<file path="config.mk">
export PLATFORM = sky130hd
export DESIGN_NAME = rnd8_prbs_check
export DESIGN_NICKNAME = d
export VERILOG_FILES = /design/src/rtl/rnd8_prbs_check.sv
export SDC_FILE = /design/constraint.sdc
export NUM_CORES = 1
export LEC_CHECK = 0
export ABC_AREA = 0
export CAP_MARGIN = 20
export CORE_ASPECT_RATIO = 0.5
export CORE_MARGIN = 2
export CORE_UTILIZATION = 30
export DETAILED_ROUTE_END_ITERATION = 8
export GPL_TIMING_DRIVEN = 1
export PLACE_DENSITY = 0.42
export REMOVE_ABC_BUFFERS = 1
export SLEW_MARGIN = 20
export SYNTH_ARGS = -nofsm -noshare
export SYNTH_HDL_FRONTEND = slang
export SYNTH_SLANG_ARGS = --single-unit
</file>
<file path="constraint.sdc">
create_clock -name clk -period 39.1 [get_ports clk]
set_input_delay 7.82 -clock clk [delete_from_list [all_inputs] [get_ports clk]]
set_output_delay 7.82 -clock clk [all_outputs]
set_load 0.005 [all_outputs]
</file>
<file path="src/rtl/rnd8_prbs_check.sv">
// rnd8_prbs_check: self-synchronising checker for 8 parallel x^31+x^28+1 PRBS lanes.
// Define RND8_PRBS_CHECK_STUCK_EN to add the dead-lane (all-0/all-1 history) detector.
module rnd8_prbs_check #(
    parameter int unsigned CNT_W    = 16,
    parameter int unsigned LOSS_THR = 4
) (
    input  logic             clk,
    input  logic             rst,
    input  logic [7:0]       din,
    input  logic             din_valid,
    input  logic             clr,
    output logic [7:0]       lock,
    output logic [7:0]       err_lane,
    output logic             err_any,
    output logic [CNT_W-1:0] err_count
`ifdef RND8_PRBS_CHECK_STUCK_EN
    ,
    output logic [7:0]       stuck
`endif
);

    localparam int unsigned LANES  = 8;
    localparam int unsigned HIST_W = 31;
    localparam int unsigned FILL_W = 5;
    localparam int unsigned MISS_W = 4;
    localparam int unsigned POP_W  = 4;
    localparam int unsigned SUM_W  = CNT_W + 1;

    typedef enum logic {
        UNLOCKED = 1'b0,
        LOCKED   = 1'b1
    } lane_state_t;

    lane_state_t       state [LANES];
    logic [HIST_W-1:0] hist  [LANES];
    logic [FILL_W-1:0] fill  [LANES];
    logic [MISS_W-1:0] miss  [LANES];

    logic [LANES-1:0]  mis_c;
    logic [POP_W-1:0]  pop_c;
    logic [SUM_W-1:0]  sum_c;
    logic [CNT_W-1:0]  cnt_nxt_c;
`ifdef RND8_PRBS_CHECK_STUCK_EN
    logic [LANES-1:0]  lock_nxt_c;
    logic [LANES-1:0]  flat_nxt_c;
    logic [HIST_W-1:0] h_nxt_c;
`endif

    // Per-lane mismatch against the recurrence, and the saturating counter update
    always_comb begin
        mis_c = '0;
        pop_c = '0;
`ifdef RND8_PRBS_CHECK_STUCK_EN
        lock_nxt_c = lock;
        flat_nxt_c = '0;
        h_nxt_c    = '0;
`endif
        for (int i = 0; i < LANES; i++) begin
            if (din_valid && state[i] == LOCKED &&
                din[i] != (hist[i][HIST_W-1] ^ hist[i][HIST_W-4]))
                mis_c[i] = 1'b1;
`ifdef RND8_PRBS_CHECK_STUCK_EN
            // A stuck lane is dropped on this bit instead of being compared
            mis_c[i] = mis_c[i] & ~stuck[i];
            h_nxt_c  = {hist[i][HIST_W-2:0], din[i]};
            flat_nxt_c[i] = (h_nxt_c == '0) || (h_nxt_c == '1);
            if (din_valid) begin
                if (stuck[i])
                    lock_nxt_c[i] = 1'b0;
                else if (state[i] == UNLOCKED)
                    lock_nxt_c[i] = (fill[i] == FILL_W'(HIST_W - 1));
                else
                    lock_nxt_c[i] = !(mis_c[i] && miss[i] == MISS_W'(LOSS_THR - 1));
            end
`endif
            pop_c = pop_c + POP_W'(mis_c[i]);
        end
        sum_c     = SUM_W'(err_count) + SUM_W'(pop_c);
        cnt_nxt_c = sum_c[CNT_W] ? '1 : sum_c[CNT_W-1:0];
    end

    // Per-lane lock FSM, history shift and registered outputs
    always_ff @(posedge clk or posedge rst) begin
        if (rst) begin
            for (int i = 0; i < LANES; i++) begin
                state[i] <= UNLOCKED;
                hist[i]  <= '0;
                fill[i]  <= '0;
                miss[i]  <= '0;
            end
            lock      <= '0;
            err_lane  <= '0;
            err_any   <= 1'b0;
            err_count <= '0;
`ifdef RND8_PRBS_CHECK_STUCK_EN
            stuck     <= '0;
`endif
        end else begin
            err_lane <= mis_c;
            if (clr) begin
                err_count <= '0;
                err_any   <= 1'b0;
            end else if (|mis_c) begin
                err_count <= cnt_nxt_c;
                err_any   <= 1'b1;
            end
            if (din_valid) begin
                for (int i = 0; i < LANES; i++) begin
                    hist[i] <= {hist[i][HIST_W-2:0], din[i]};
`ifdef RND8_PRBS_CHECK_STUCK_EN
                    stuck[i] <= lock_nxt_c[i] & flat_nxt_c[i];
                    if (stuck[i]) begin
                        state[i] <= UNLOCKED;
                        lock[i]  <= 1'b0;
                        fill[i]  <= '0;
                        miss[i]  <= '0;
                    end else
`endif
                    if (state[i] == UNLOCKED) begin
                        if (fill[i] == FILL_W'(HIST_W - 1)) begin
                            state[i] <= LOCKED;
                            lock[i]  <= 1'b1;
                        end
                        fill[i] <= fill[i] + FILL_W'(1);
                    end else if (mis_c[i]) begin
                        if (miss[i] == MISS_W'(LOSS_THR - 1)) begin
                            state[i] <= UNLOCKED;
                            lock[i]  <= 1'b0;
                            fill[i]  <= '0;
                            miss[i]  <= '0;
                        end else begin
                            miss[i] <= miss[i] + MISS_W'(1);
                        end
                    end else begin
                        miss[i] <= '0;
                    end
                end
            end
        end
    end

endmodule

</file>
==> summary.md <==
| Metric | Value |
|---|---|
| Result of the run | `completed` |
| Post-Route Setup TNS | `0 ps` |
| Critical-path cell list | `clkdlybuf4s50_1, xnor3_1, nor2_1, fa_1, inv_1, fa_1, fa_1, fa_1, inv_1, fa_1, a21o_1, a22o_1, nand4_1, and4_1, nor4_2` |
| Post-synthesis to final-layout area growth | `15.6%` |
| Slowest stage cell, crit path | `sky130_fd_sc_hd__nand4_1` |
| Antenna violations before repair | `0` |
| Cell repeated most along the worst path | `sky130_fd_sc_hd__fa_1` |
| Cell types with the highest counts after synthesis | `sky130_fd_sc_hd__dfrtp_1 (361), sky130_fd_sc_hd__mux2_2 (249), sky130_fd_sc_hd__nor2_1 (70)` |
| Warnings from Yosys | `0` |
| Avg Synthesized Cell Area | `13.3 µm²` |
| CTS root buffer | `sky130_fd_sc_hd__clkbuf_16` |
| GR Util All Layers | `10.6%` |
| Maximum fanout encountered on the critical timing path | `13` |
| Antenna diodes | `0` |
| Count of standard-cell rows | `57` |
| End of the worst register-to-register path | `err_count[9]` |
| Number of global-route vias before repair | `8936` |
| Clock sink count | `361` |
| Number of buffers created by CTS | `37` |
| Maximum clock skew at final layout | `25.1 ps` |
| Startpoint of the tightest hold check path | `hist[158]` |
| Clock-pin transition on the worst setup and hold timing paths | `around 60 ps` |
| Total Wirelength | `26.8 mm` |
| Depth of the worst register-to-register path | `14` |
| CTS max path bufs | `3` |
| Synthesized cell area | `between 15000 and 20000 µm²` |
| Fraction of synthesis flops using an asynchronous set or reset pin | `100%` |
| Minimum clock period after layout | `about 13000 ps` |
| Static leakage power | `between 7 and 8 nW` |
| Top-count cell post-synth | `sky130_fd_sc_hd__dfrtp_1` |
| I/O pin count | `between 40 and 50` |
| Count of routing violations after the opening detailed-route iteration | `491` |
| Buffers inserted during post-CTS setup optimization | `0` |
| Number of endpoints with negative hold slack in the final report | `0` |
| Ranking of synthesized cells by area | `sky130_fd_sc_hd__dfrtp_1 (60%), sky130_fd_sc_hd__mux2_2 (19%), sky130_fd_sc_hd__ha_1 (2.5%)` |
| Final Setup Violations | `0` |
| Number of distinct library cells after synthesis | `43` |
| Reg-to-reg slack, setup | `about 34000 ps` |
| Max Slew Vio Count | `0` |
| Die Span Y | `about 160 µm` |
| Number of maximum-capacitance violations | `0` |
| Largest vdd supply drop | `0.0000247 V` |
| Starting density of the core | `between 30% and 40%` |
| Number of cells traversed by the worst hold path | `1` |
| Proportion of layout cells with a drive suffix above 1 | `27.5%` |
| # resized after CTS | `0` |
| Timing-limited maximum frequency | `between 70 and 80 MHz` |
| End point of the worst hold path | `hist[159]` |
| Tightest slew margin relative to the limit | `~32%` |
| Buffers and inverters on the worst path | `3` |
| Count of flip-flops with a built-in enable after synthesis | `0` |
| Top FF cell, synth | `sky130_fd_sc_hd__dfrtp_1` |
| Setup repair after global routing missed its margin | `no` |
| Core region area | `just under 50000 µm²` |
| Final core utilization | `between 30% and 40%` |
| Residual DRC count | `0` |
| Iteration count of the initial detailed-routing pass | `5` |
| Horizontal die dimension | `between 300 and 400 µm` |
| Total Die Area | `52000 µm²` |
| Arrival time of the worst setup path | `13110 ps` |
| Antenna Nets Post-Route | `0` |
| Overall overflow remaining after global route | `0` |
| Largest area contributor in the synthesized netlist | `sky130_fd_sc_hd__dfrtp_1` |
| CTS tree | `yes` |
| Routed vias | `between 8000 and 9000` |
| Largest delay contributor family on the critical path | `adder cells` |
| Largest stage delay on the critical path | `570 ps` |
| Type of destination of the critical path | `flop` |
| PortBufs | `44` |
| Slew at the pin closest to its max-slew limit | `1020 ps` |
| First-pass GRT wire length | `46.0 mm` |
| Synth Instances | `between 1000 and 1500` |
| Deepest level of the CTS H-tree | `2` |
| Clock latency of the later-clocked register in the worst-skew pair | `540 ps` |
| CP required | `between 30000 and 40000 ps` |
| Crit share post-route | `between 30% and 40%` |
| Half-perimeter wire length after detailed placement | `16.3 mm` |
| Source of the worst register-to-register timing path | `hist[247]` |
| DR WL/cell | `14.5 µm` |
| Seq cells post-synth | `approximately 360` |
| Worst Path Class, Setup | `primary input to flop` |
| Min-Delay Path Class | `flop to flop` |
| CP startpoint kind | `primary input` |
| Pin count of the biggest net entering global routing | `~180` |
| Via density | `~4.7` |
| Top-area cell type share of the netlist area | `between 60% and 70%` |
| Fraction of the yosys area taken by sequential cells | `about three fifths` |
| Net total in the final layout | `approximately 1200` |
| Routability-driven placement congestion ratio | `0.740` |
| Count of hold buffers inserted by post-cts repair | `0` |
| Ratio of total power to cell area | `about 70 nW/µm²` |
-- state kept, by name (all words and copies together), names as in the netlist --
signal and flops:
err_count 16, fill 40, err_any 1, hist 248
lock 8, err_lane 8, miss 32, state 8
-- kinds of logic after synthesis --
kind of cell    after synthesis  share of synthesized area (%)
flops                       361                           60.1
compound gates              123                           4.82
buf+inv                      68                           1.76
simple gates                264                           8.78
xor+xnor                     34                           2.72
mux                         249                           18.7
fa+ha+maj                    35                           3.16
-- report_power, final --
group / switching (W) / internal, W / leakage (nW)
Clock: 0.000146 / 0.000206 / 0.597
Combinational: 0.000107 / 0.000140 / 2.65
Sequential: 0.0000811 / 0.000512 / 4.55
-- layout make-up --
cell class / count / area (µm²)
fillers: 4645 / 31600
repair buffers: 50 / 503
clock buffers: 53 / 1090
inverters: 23 / 93.8
clock inverters: 10 / 111
multi-input cells: 705 / 5730
well taps: 649 / 812
flip-flops and latches: 361 / 9030
-- cell usage in the layout (no fill, tap or decap), types with 3 or more instances in the layout --
| cell | n |
|---|---|
| sky130_fd_sc_hd__dfrtp_1 | 361 |
| sky130_fd_sc_hd__mux2_2 | 249 |
| sky130_fd_sc_hd__nor2_1 | 70 |
| sky130_fd_sc_hd__o21ai_0 | 62 |
| sky130_fd_sc_hd__nand2_1 | 61 |
| sky130_fd_sc_hd__nand3_1 | 50 |
| sky130_fd_sc_hd__clkdlybuf4s50_1 | 43 |
| sky130_fd_sc_hd__clkbuf_16 | 38 |
| sky130_fd_sc_hd__ha_1 | 30 |
| sky130_fd_sc_hd__xor2_1 | 25 |
| sky130_fd_sc_hd__inv_1 | 22 |
| sky130_fd_sc_hd__and3_1 | 20 |
| sky130_fd_sc_hd__a21oi_1 | 19 |
| sky130_fd_sc_hd__a31oi_1 | 13 |
| sky130_fd_sc_hd__nand2b_1 | 13 |
| sky130_fd_sc_hd__nor3_1 | 12 |
| sky130_fd_sc_hd__and4_1 | 11 |
| sky130_fd_sc_hd__clkbuf_8 | 8 |
| sky130_fd_sc_hd__xnor3_1 | 7 |
| sky130_fd_sc_hd__or3b_2 | 7 |
| sky130_fd_sc_hd__clkbuf_1 | 7 |
| sky130_fd_sc_hd__clkinv_2 | 7 |
| sky130_fd_sc_hd__or2_2 | 6 |
| sky130_fd_sc_hd__a311oi_1 | 6 |
| sky130_fd_sc_hd__fa_1 | 5 |
| sky130_fd_sc_hd__buf_4 | 5 |
| sky130_fd_sc_hd__o22ai_1 | 4 |
| sky130_fd_sc_hd__nor4_2 | 4 |
| sky130_fd_sc_hd__and2_1 | 3 |
| sky130_fd_sc_hd__a41oi_1 | 3 |
| sky130_fd_sc_hd__a21o_1 | 3 |
| sky130_fd_sc_hd__a41o_1 | 3 |
-- per-stage QoR --
step / std cells / hold WS, ps / setup WS [ps] / total power (W) / instance area (µm²)
finish: 1851 / 490 / 26410 / 0.00119 / 17400
CTS: 1851 / 495 / 26480 / 0.00122 / 17400
global route: 1851 / 515 / 26120 / 0.00128 / 17400
floorplan: 1089 / 465 / 21260 / 0.000768 / 14900
global placement: 1788 / 483 / 26000 / 0.000842 / 16200
detailed placement: 1788 / 485 / 25940 / 0.000854 / 16200
-- routing by layer --
metal  track usage, %  up-vias  part of all wire, %
met5                0        -                    0
met3             2.26       49                  3.4
met4             3.31        0                  2.3
met1             14.4     4424                   49
met2             17.2       78                   45
li1                 -     4099                    -
-- worst max-delay path by stage --
stage          cells after the start           end  slack [ps]   start
5_1_grt                           15  err_count[9]       26120  din[0]
2_1_floorplan                      1       err_any       21260     rst
6_report                          15  err_count[9]       26410  din[0]
4_1_cts                           15  err_count[9]       26480  din[0]
3_3_place_gp                      15  err_count[7]       26000  din[0]
3_5_place_dp                      15  err_count[9]       25940  din[0]
-- worst reg2reg max path: cells and delay by family (launching register included) --
kind,cells,cell delay [ps]
AND/OR/NAND/NOR,4,1650
XOR/XNOR,1,520
adder cells (fa/ha/maj),5,2000
buffers and inverters,2,160
flip-flops,1,340
AO/OA/AOI/OAI,2,520
(Power assumes the default switching activity.)
